**src/rtl/dmem_io_arbiter.sv**
```systemverilog
// Routes CPU loads/stores and IO accesses to data memory or LED/switch regs; UART loader owns the memory while active.
// Stores and IO: zero latency. Loads: RD_LAT+1 stall cycles, then one data cycle. The loader stalls the CPU throughout.
module dmem_io_arbiter #(
    parameter int unsigned RD_LAT     = 1,
    parameter logic [31:0] IO_BASE    = 32'hFFFF_FC00,
    parameter logic [9:0]  LED_OFFSET = 10'h060,
    parameter logic [9:0]  SW_OFFSET  = 10'h070
) (
    input  logic        clock,
    input  logic        reset,
    input  logic        cpu_mread,
    input  logic [3:0]  cpu_mwrite,
    input  logic        cpu_ioread,
    input  logic        cpu_iowrite,
    input  logic [31:0] cpu_addr,
    input  logic [31:0] cpu_wdata,
    output logic [31:0] cpu_rdata,
    output logic        cpu_stall,
    input  logic        upg_active,
    input  logic        upg_wen,
    input  logic [13:0] upg_addr,
    input  logic [31:0] upg_wdata,
    output logic        upg_ack,
    output logic [3:0]  dmem_we,
    output logic [31:0] dmem_addr,
    output logic [31:0] dmem_wdata,
    input  logic [31:0] dmem_rdata,
    input  logic [23:0] io_rdata,
    output logic [31:0] io_wdata,
    output logic        io_we,
    output logic        led_cs,
    output logic        sw_cs,
    output logic        bus_err
);

    typedef enum logic [1:0] {
        IDLE    = 2'd0,
        RD_WAIT = 2'd1,
        RD_DONE = 2'd2,
        UPG     = 2'd3
    } state_t;

    localparam logic [1:0] CNT_INIT = 2'(RD_LAT - 1);

    state_t      state, state_nxt;
    logic [1:0]  cnt, cnt_nxt;
    logic [31:0] rdata_q, rdata_nxt;
    logic        upg_ack_q, upg_ack_nxt;
    logic        bus_err_q, bus_err_nxt;

    logic is_io, mem_rd, mem_wr, mem_req, io_req, proto_err;

    assign is_io   = (cpu_addr[31:10] == IO_BASE[31:10]);
    assign mem_rd  = cpu_mread;
    assign mem_wr  = |cpu_mwrite;
    assign mem_req = mem_rd | mem_wr;
    assign io_req  = cpu_ioread | cpu_iowrite;

    assign proto_err = (mem_rd & mem_wr) | (mem_req & io_req) |
                       (io_req & ~is_io) | (mem_req & is_io);

    always_ff @(posedge clock) begin
        if (reset) begin
            state     <= IDLE;
            cnt       <= 2'd0;
            rdata_q   <= 32'd0;
            upg_ack_q <= 1'b0;
            bus_err_q <= 1'b0;
        end else begin
            state     <= state_nxt;
            cnt       <= cnt_nxt;
            rdata_q   <= rdata_nxt;
            upg_ack_q <= upg_ack_nxt;
            bus_err_q <= bus_err_nxt;
        end
    end

    always_comb begin
        state_nxt   = state;
        cnt_nxt     = cnt;
        rdata_nxt   = rdata_q;
        upg_ack_nxt = 1'b0;
        bus_err_nxt = bus_err_q;

        cpu_rdata  = 32'd0;
        cpu_stall  = 1'b0;
        dmem_we    = 4'd0;
        dmem_addr  = 32'd0;
        dmem_wdata = 32'd0;
        io_wdata   = 32'd0;
        io_we      = 1'b0;
        led_cs     = 1'b0;
        sw_cs      = 1'b0;
        upg_ack    = upg_ack_q;
        bus_err    = bus_err_q;

        case (state)
            IDLE: begin
                if (upg_active) begin
                    // Loader wins; hold the CPU so its pending request is replayed later.
                    cpu_stall = 1'b1;
                    state_nxt = UPG;
                end else begin
                    if (proto_err) bus_err_nxt = 1'b1;
                    if (mem_rd) begin
                        cpu_stall = 1'b1;
                        dmem_addr = cpu_addr;
                        cnt_nxt   = CNT_INIT;
                        state_nxt = RD_WAIT;
                    end else if (mem_wr) begin
                        dmem_we    = cpu_mwrite;
                        dmem_addr  = cpu_addr;
                        dmem_wdata = cpu_wdata;
                    end else if (io_req) begin
                        led_cs = is_io & (cpu_addr[9:0] == LED_OFFSET);
                        sw_cs  = is_io & (cpu_addr[9:0] == SW_OFFSET);
                        io_we  = cpu_iowrite;
                        if (cpu_iowrite) io_wdata = cpu_wdata;
                        if (cpu_ioread)  cpu_rdata = {8'b0, io_rdata};
                    end
                end
            end
            RD_WAIT: begin
                cpu_stall = 1'b1;
                dmem_addr = cpu_addr;
                if (cnt == 2'd0) begin
                    rdata_nxt = dmem_rdata;
                    state_nxt = RD_DONE;
                end else begin
                    cnt_nxt = cnt - 2'd1;
                end
            end
            RD_DONE: begin
                cpu_rdata = rdata_q;
                state_nxt = IDLE;
            end
            UPG: begin
                cpu_stall = 1'b1;
                if (upg_wen) begin
                    dmem_we     = 4'hF;
                    dmem_addr   = {16'b0, upg_addr, 2'b00};
                    dmem_wdata  = upg_wdata;
                    upg_ack_nxt = 1'b1;
                end
                if (!upg_active) state_nxt = IDLE;
            end
            default: state_nxt = IDLE;
        endcase

        // Outputs are forced quiet for the whole reset cycle, including the registered flags.
        if (reset) begin
            cpu_rdata  = 32'd0;
            cpu_stall  = 1'b0;
            dmem_we    = 4'd0;
            dmem_addr  = 32'd0;
            dmem_wdata = 32'd0;
            io_wdata   = 32'd0;
            io_we      = 1'b0;
            led_cs     = 1'b0;
            sw_cs      = 1'b0;
            upg_ack    = 1'b0;
            bus_err    = 1'b0;
        end
    end

endmodule

```
**config.mk**
```make
export PLATFORM = sky130hd
export DESIGN_NAME = dmem_io_arbiter
export DESIGN_NICKNAME = d
export VERILOG_FILES = /design/src/rtl/dmem_io_arbiter.sv
export SDC_FILE = /design/constraint.sdc
export NUM_CORES = 1
export LEC_CHECK = 0
export ABC_AREA = 1
export CORE_AREA = 2 2 121 123
export CTS_BUF_LIST = sky130_fd_sc_hd__clkbuf_16
export DETAILED_ROUTE_END_ITERATION = 8
export DIE_AREA = 0 0 123 125
export GPL_TIMING_DRIVEN = 0
export PLACE_DENSITY = 0.71
export SLEW_MARGIN = 20
export SYNTH_ARGS = -nofsm -noshare
export SYNTH_HDL_FRONTEND = slang
export SYNTH_SLANG_ARGS = --single-unit
```
**constraint.sdc**
```tcl
create_clock -name clock -period 2.3 [get_ports clock]
set_clock_uncertainty 0.05 [all_clocks]
set_input_delay 0.345 -clock clock [delete_from_list [all_inputs] [get_ports clock]]
set_output_delay 0.345 -clock clock [all_outputs]
set_load 0.03 [all_outputs]
```
# [Word level (Yosys, flattened, before mapping)]
# Cells that the tools add are included.
[word_totals] register_bits=38 output_inout_bits=138 wordCells=108
[op_classes] add_sub_neg=1 n_eq_ne=12 n_mux=66 bitwise_logic=14 n_reduce_logical=10
[op_table] cell="$mux W32" n=17
[op_table] cell="$pmux W32 S2" n=2
[op_table] cell="$mux W24" n=5
[op_table] cell="$pmux W32 S3" n=1
[op_table] cell="$mux W1" n=24
[op_table] cell="$eq A22 B22 Y1 const B" n=1
[op_table] cell="$eq A10 B7 Y1 const B" n=2
[op_table] cell="$mux W4" n=5
[op_table] cell="$mux W16" n=1
[op_table] cell="$mux W2" n=7
[op_table] cell="$ne A2 B2 Y1 const B" n=5
[op_table] cell="$pmux W2 S4" n=1
[op_table] cell="$pmux W4 S2" n=1
[op_table] cell="$and A1 B1 Y1" n=6
[op_table] cell="$reduce_and A3 Y1" n=2
[op_table] cell="$or A1 B1 Y1" n=5
[op_table] cell="$eq A2 B2 Y1 const B" n=2
[op_table] cell="$logic_not A2 Y1" n=2
[op_table] cell="$pmux W2 S2" n=1
[op_table] cell="$reduce_and A4 Y1" n=1
[op_table] cell="$reduce_or A2 Y1" n=2
[op_table] cell="$reduce_or A4 Y1" n=1
[op_table] cell="$ne A3 B3 Y1 const B" n=1
[op_table] cell="$not A1 Y1" n=3
[op_table] cell="other kinds (5)" n=5

# [Depth between registers and ports, before layout]
# Gate-level depths: netlist (run 1).
[logic_depth] depth_word=8 ltp_mapped=9 depth_no_buf=9

# [Worst setup path after synthesis (run 1)]
# Ideal clock, no wire load.
[synth_path] path_kind="flip-flop to output port" start="register state[0]" end="output port dmem_wdata[10]" arrival_time_ns=1.829 t_required_ns=1.905 slack_ns=0.076 path_stages_with_launch=7 n_path_buf=2 cell_sequence="dfxtp_1 inv_1 ha_1 or2_2 clkbuf_1 buf_1 a21oi_1"
[synth_between] elab_chain_len=3
[synth_rtl] element="start: declaration" line_no="45" source="state_t state, state_nxt;"
[synth_rtl] element="start signal: assignment" line_no="70" source="state <= state_nxt;"
[synth_rtl] element="$eq A2 B2 Y1 or $logic_not A2 Y1 (tied branches)" line_no="97" source="case (state)"
[synth_rtl] element="$pmux W32 S2 *" line_no="97"
[synth_rtl] element="$mux W32 *" line_no="151" source="if (reset) begin"
[synth_rtl] element="end: declaration" line_no="26" source="output logic [31:0] dmem_wdata,"
# Mark *: on every way between the ends. The rest lies on a longest branch, timed or not.

# [Worst setup path after layout (run 1)]
[layout_path] start="register state[1]" end="output port dmem_wdata[24]"
# The elaborated chain is that of the path after synthesis.

==> results of run 1 <==
through the flow:
stage	cell area (sq um)	hold WS [ns]
finish	6950	0.405
CTS	6770	0.412
global placement	6770	0.399
detailed placement	6770	0.403
floorplan	3390	0.371
global route	6950	0.435
power by group through the flow:
stage	Sequential (mW)	Combinational (mW)	Clock [mW]
detailed placement	1.13	3.06	0
finish	1.14	3.24	0.674
floorplan	1.10	1.87	0
CTS	1.13	3.14	0.679
global route	1.17	3.55	0.709
global placement	1.12	3.04	0
cells in the final DEF (no fill, tap or decap), types with 5 or more instances in the layout:
cell type,synthesis,layout
inv_2,8,7
clkbuf_16,0,5
o21ai_0,36,36
clkdlybuf4s50_1,0,169
buf_6,1,20
buf_4,0,44
dlygate4sd2_1,0,14
clkbuf_1,19,5
a21oi_1,78,65
nand3_2,0,5
clkbuf_4,0,11
a21oi_2,0,13
dfxtp_1,38,36
nand3_1,62,56
clkbuf_2,0,8
nor2_4,3,5
nand2_1,129,128
nor2_1,134,134
nor3_1,11,11
nand2_2,11,10
clkdlybuf4s15_2,0,16
clkdlybuf4s15_1,0,7
buf_2,15,64
ha_1,6,5
inv_1,57,53
worst max path at each step:
stage          slack, ns  cells after the start              to
2_1_floorplan       0.08                      6  dmem_wdata[10]
5_1_grt            -0.04                      9  dmem_wdata[21]
3_3_place_gp       -0.76                      8    cpu_rdata[5]
4_1_cts            -0.03                      7   dmem_addr[12]
3_5_place_dp       -0.77                      6    dmem_addr[7]
6_report            0.04                      9  dmem_wdata[24]
state kept, by name, indices dropped and copies added, names as in the netlist:
register / flops
rdata_q: 32
cnt: 2
state: 2
bus_err_q: 1
upg_ack_q: 1
routing by layer:
| layer | GRT usage [%] | vias to the layer above | routed length, um |
|---|---|---|---|
| met5 | 0 | - | 13 |
| met4 | 4.08 | 2 | 237 |
| met2 | 37.1 | 171 | 8730 |
| met3 | 3.97 | 20 | 1250 |
| met1 | 27.6 | 2355 | 7460 |
| li1 | - | 2673 | - |
final cells by class:
type | instances | share of cell area (%)
multi-input combinational | 482 | 33.6
clock buffer | 5 | 1.80
timing repair buffer | 329 | 42.1
sequential | 38 | 11.0
inverter | 66 | 3.89
buffer | 39 | 3.98
clock inverter | 3 | 0.234
tap | 184 | 3.31
antenna | 2 | 0.0720
worst reg2reg max path, stage by stage, from the launching register on:
cell,delay (ns)
dfxtp_4,0.37
inv_4,0.05
ha_1,0.26
nand2_1,0.24
inv_2,0.12
nor3_1,0.24
inv_1,0.11
o21ai_0,0.16
a21oi_1,0.05
repair_timing:
| item | CTS | global route |
|---|---|---|
| endpoints found under the setup margin | 138 | 132 |
| gates cloned | 1 | 1 |
| hold endpoints to repair | 0 | 0 |
| pin swaps | 7 | 7 |
| buffers inserted | 10 | 3 |
| resized for setup | 666 | 95 |
cells by family after synthesis:
group | after synthesis
AO/OA/AOI/OAI | 117
adder cells (fa/ha/maj) | 6
buffers and inverters | 107
flip-flops | 38
AND/OR/NAND/NOR | 359
==> metrics.csv, run 1 <==
metric;value;unit
status;finished, final reports clean;
core-area;14200;sq um
p_sw_share;47.9;%
hold_path.startpoint;cnt[1];
synth_compound_area_share;17.8;%
synth_top_family_by_area;simple AND/OR/NAND/NOR gates;
portBuffers;314;
cts_root_buf;clkbuf_16;
rr_startpoint;state[1];
dp.final_hpwl;14.1;mm
fin_cells;1148;
synth.most_common_cell;nor2_1;
ys_seq_area_share;22.4;%
layout-drive-gt1-share;24.0;%
clock_latency;0.28;ns
cts-htree-levels;2;
numCtsBuffers;5;
cts_buffer_depth;2;
critPathTopFamily;buffers and inverters;
num_io_pins;315;
viasPerCell;4.55;
num-fill-cells;1551;
dieArea;15400;sq um
post-place-ws;-0.769;ns
yosys_most_used_dff;dfxtp_1;
p_per_area;727;nW/um^2
relSlewSlack;72.5;%
synth_top_area_share;22.4;%
regArea;766;sq um
synth_common_cells;nor2_1, nand2_1, a21oi_1;
grt_overflow;0;
grt_pass1_vias;4972;
cp_slowest_cell;dfxtp_4;
die_w;123;um
grt_setup_unrepaired;true;
r2r_end;cnt[1];
period_needed;2.26;ns
place_inst;1125;
post-route-drc-count;0;
wl_per_cell;15.4;um
syn_area;3390;sq um
fmax;442;MHz
grt_max_degree;19;
post-route-period-util;98.5;%
cp_num_buf_inv;4;
antenna_found_initial;4;
muxShareOfSynthArea;0;%
max_cap_viol_count;0;
combPwrFrac;64.1;%
multi_input_area;2340;sq um
syn_avg_cell_area;5.41;sq um
clk_pin_slew_worst_paths;0.06;ns
netlist_instances;627;
grt_pass1_wl;26.2;mm
synth_top_area_cell;dfxtp_1;
area_growth;105;%
utilization;48.9;%
critPathKind;flop to output pin;
ir_worst_vdd;0.000463;V
p_seq_share;22.5;%
end_kind;output pin;
reg2reg_slack;0.55;ns
async_reset_ff_share;0;%
final.setup.tns;0;ns
postRouteAntennaNets;0;
r2r_cells;8;
synth-edff-count;0;
path_cells;inv_4 -> ha_4 -> nand2_4 -> nor2_4 -> buf_6 -> buf_6 -> nand3_2 -> a21oi_2 -> buf_6;
cp-startpoint;state[1];
min_path_cells;2;
synth_seq_cells;38;
yosys_warnings;0;
worstHoldPathType;flop to flop;
finalSetupViolCount;0;
start_util;23.9;%
worstPathMaxFanout;10;
dr.pass1.iters;5;
yosys.area_share.simple;45.0;%
yosys-top-cells-area;dfxtp_1, nor2_1, nand2_1;
cts_tree;yes;
worst_pin_slew;0.412;ns
wirelength;17.7;mm
num_rows;44;
die_y;125;um
syn_nets;810;
hold_viol;0;
synth_xor_area_share;0;%
synth_cell_types;26;
drt_iter0_markers;316;
setup_ws;0.0352;ns
holdPathEnd;cnt[1];
p_leak;3.10;nW
gp_congestion;0.884;
worstPathRequired;1.90;ns
num_vias;5221;
p_switching;2.42;mW
cpMostUsedCell;buf_6;
slew_violations;0;
grt.total_usage;21.4;%
yosys.area_share.adder;2.21;%
p_total;5.05;mW
critPathLaunchType;flop;
pwr-share-clk;13.3;%
power.internal;2.63;mW
cts.sinks;38;
ctsHoldBuffers;0;
crit_path_max_incr_delay;0.36;ns
num-nets-final;1144;
crit_arrival;1.87;ns
(Power assumes the default switching activity.)
==> inputs of run 2 (changes only) <==
CAP_MARGIN = 20   (was not set)
==> results of run 2 <==
No change in the layout: final DEF, timing and power equal those of run 1.
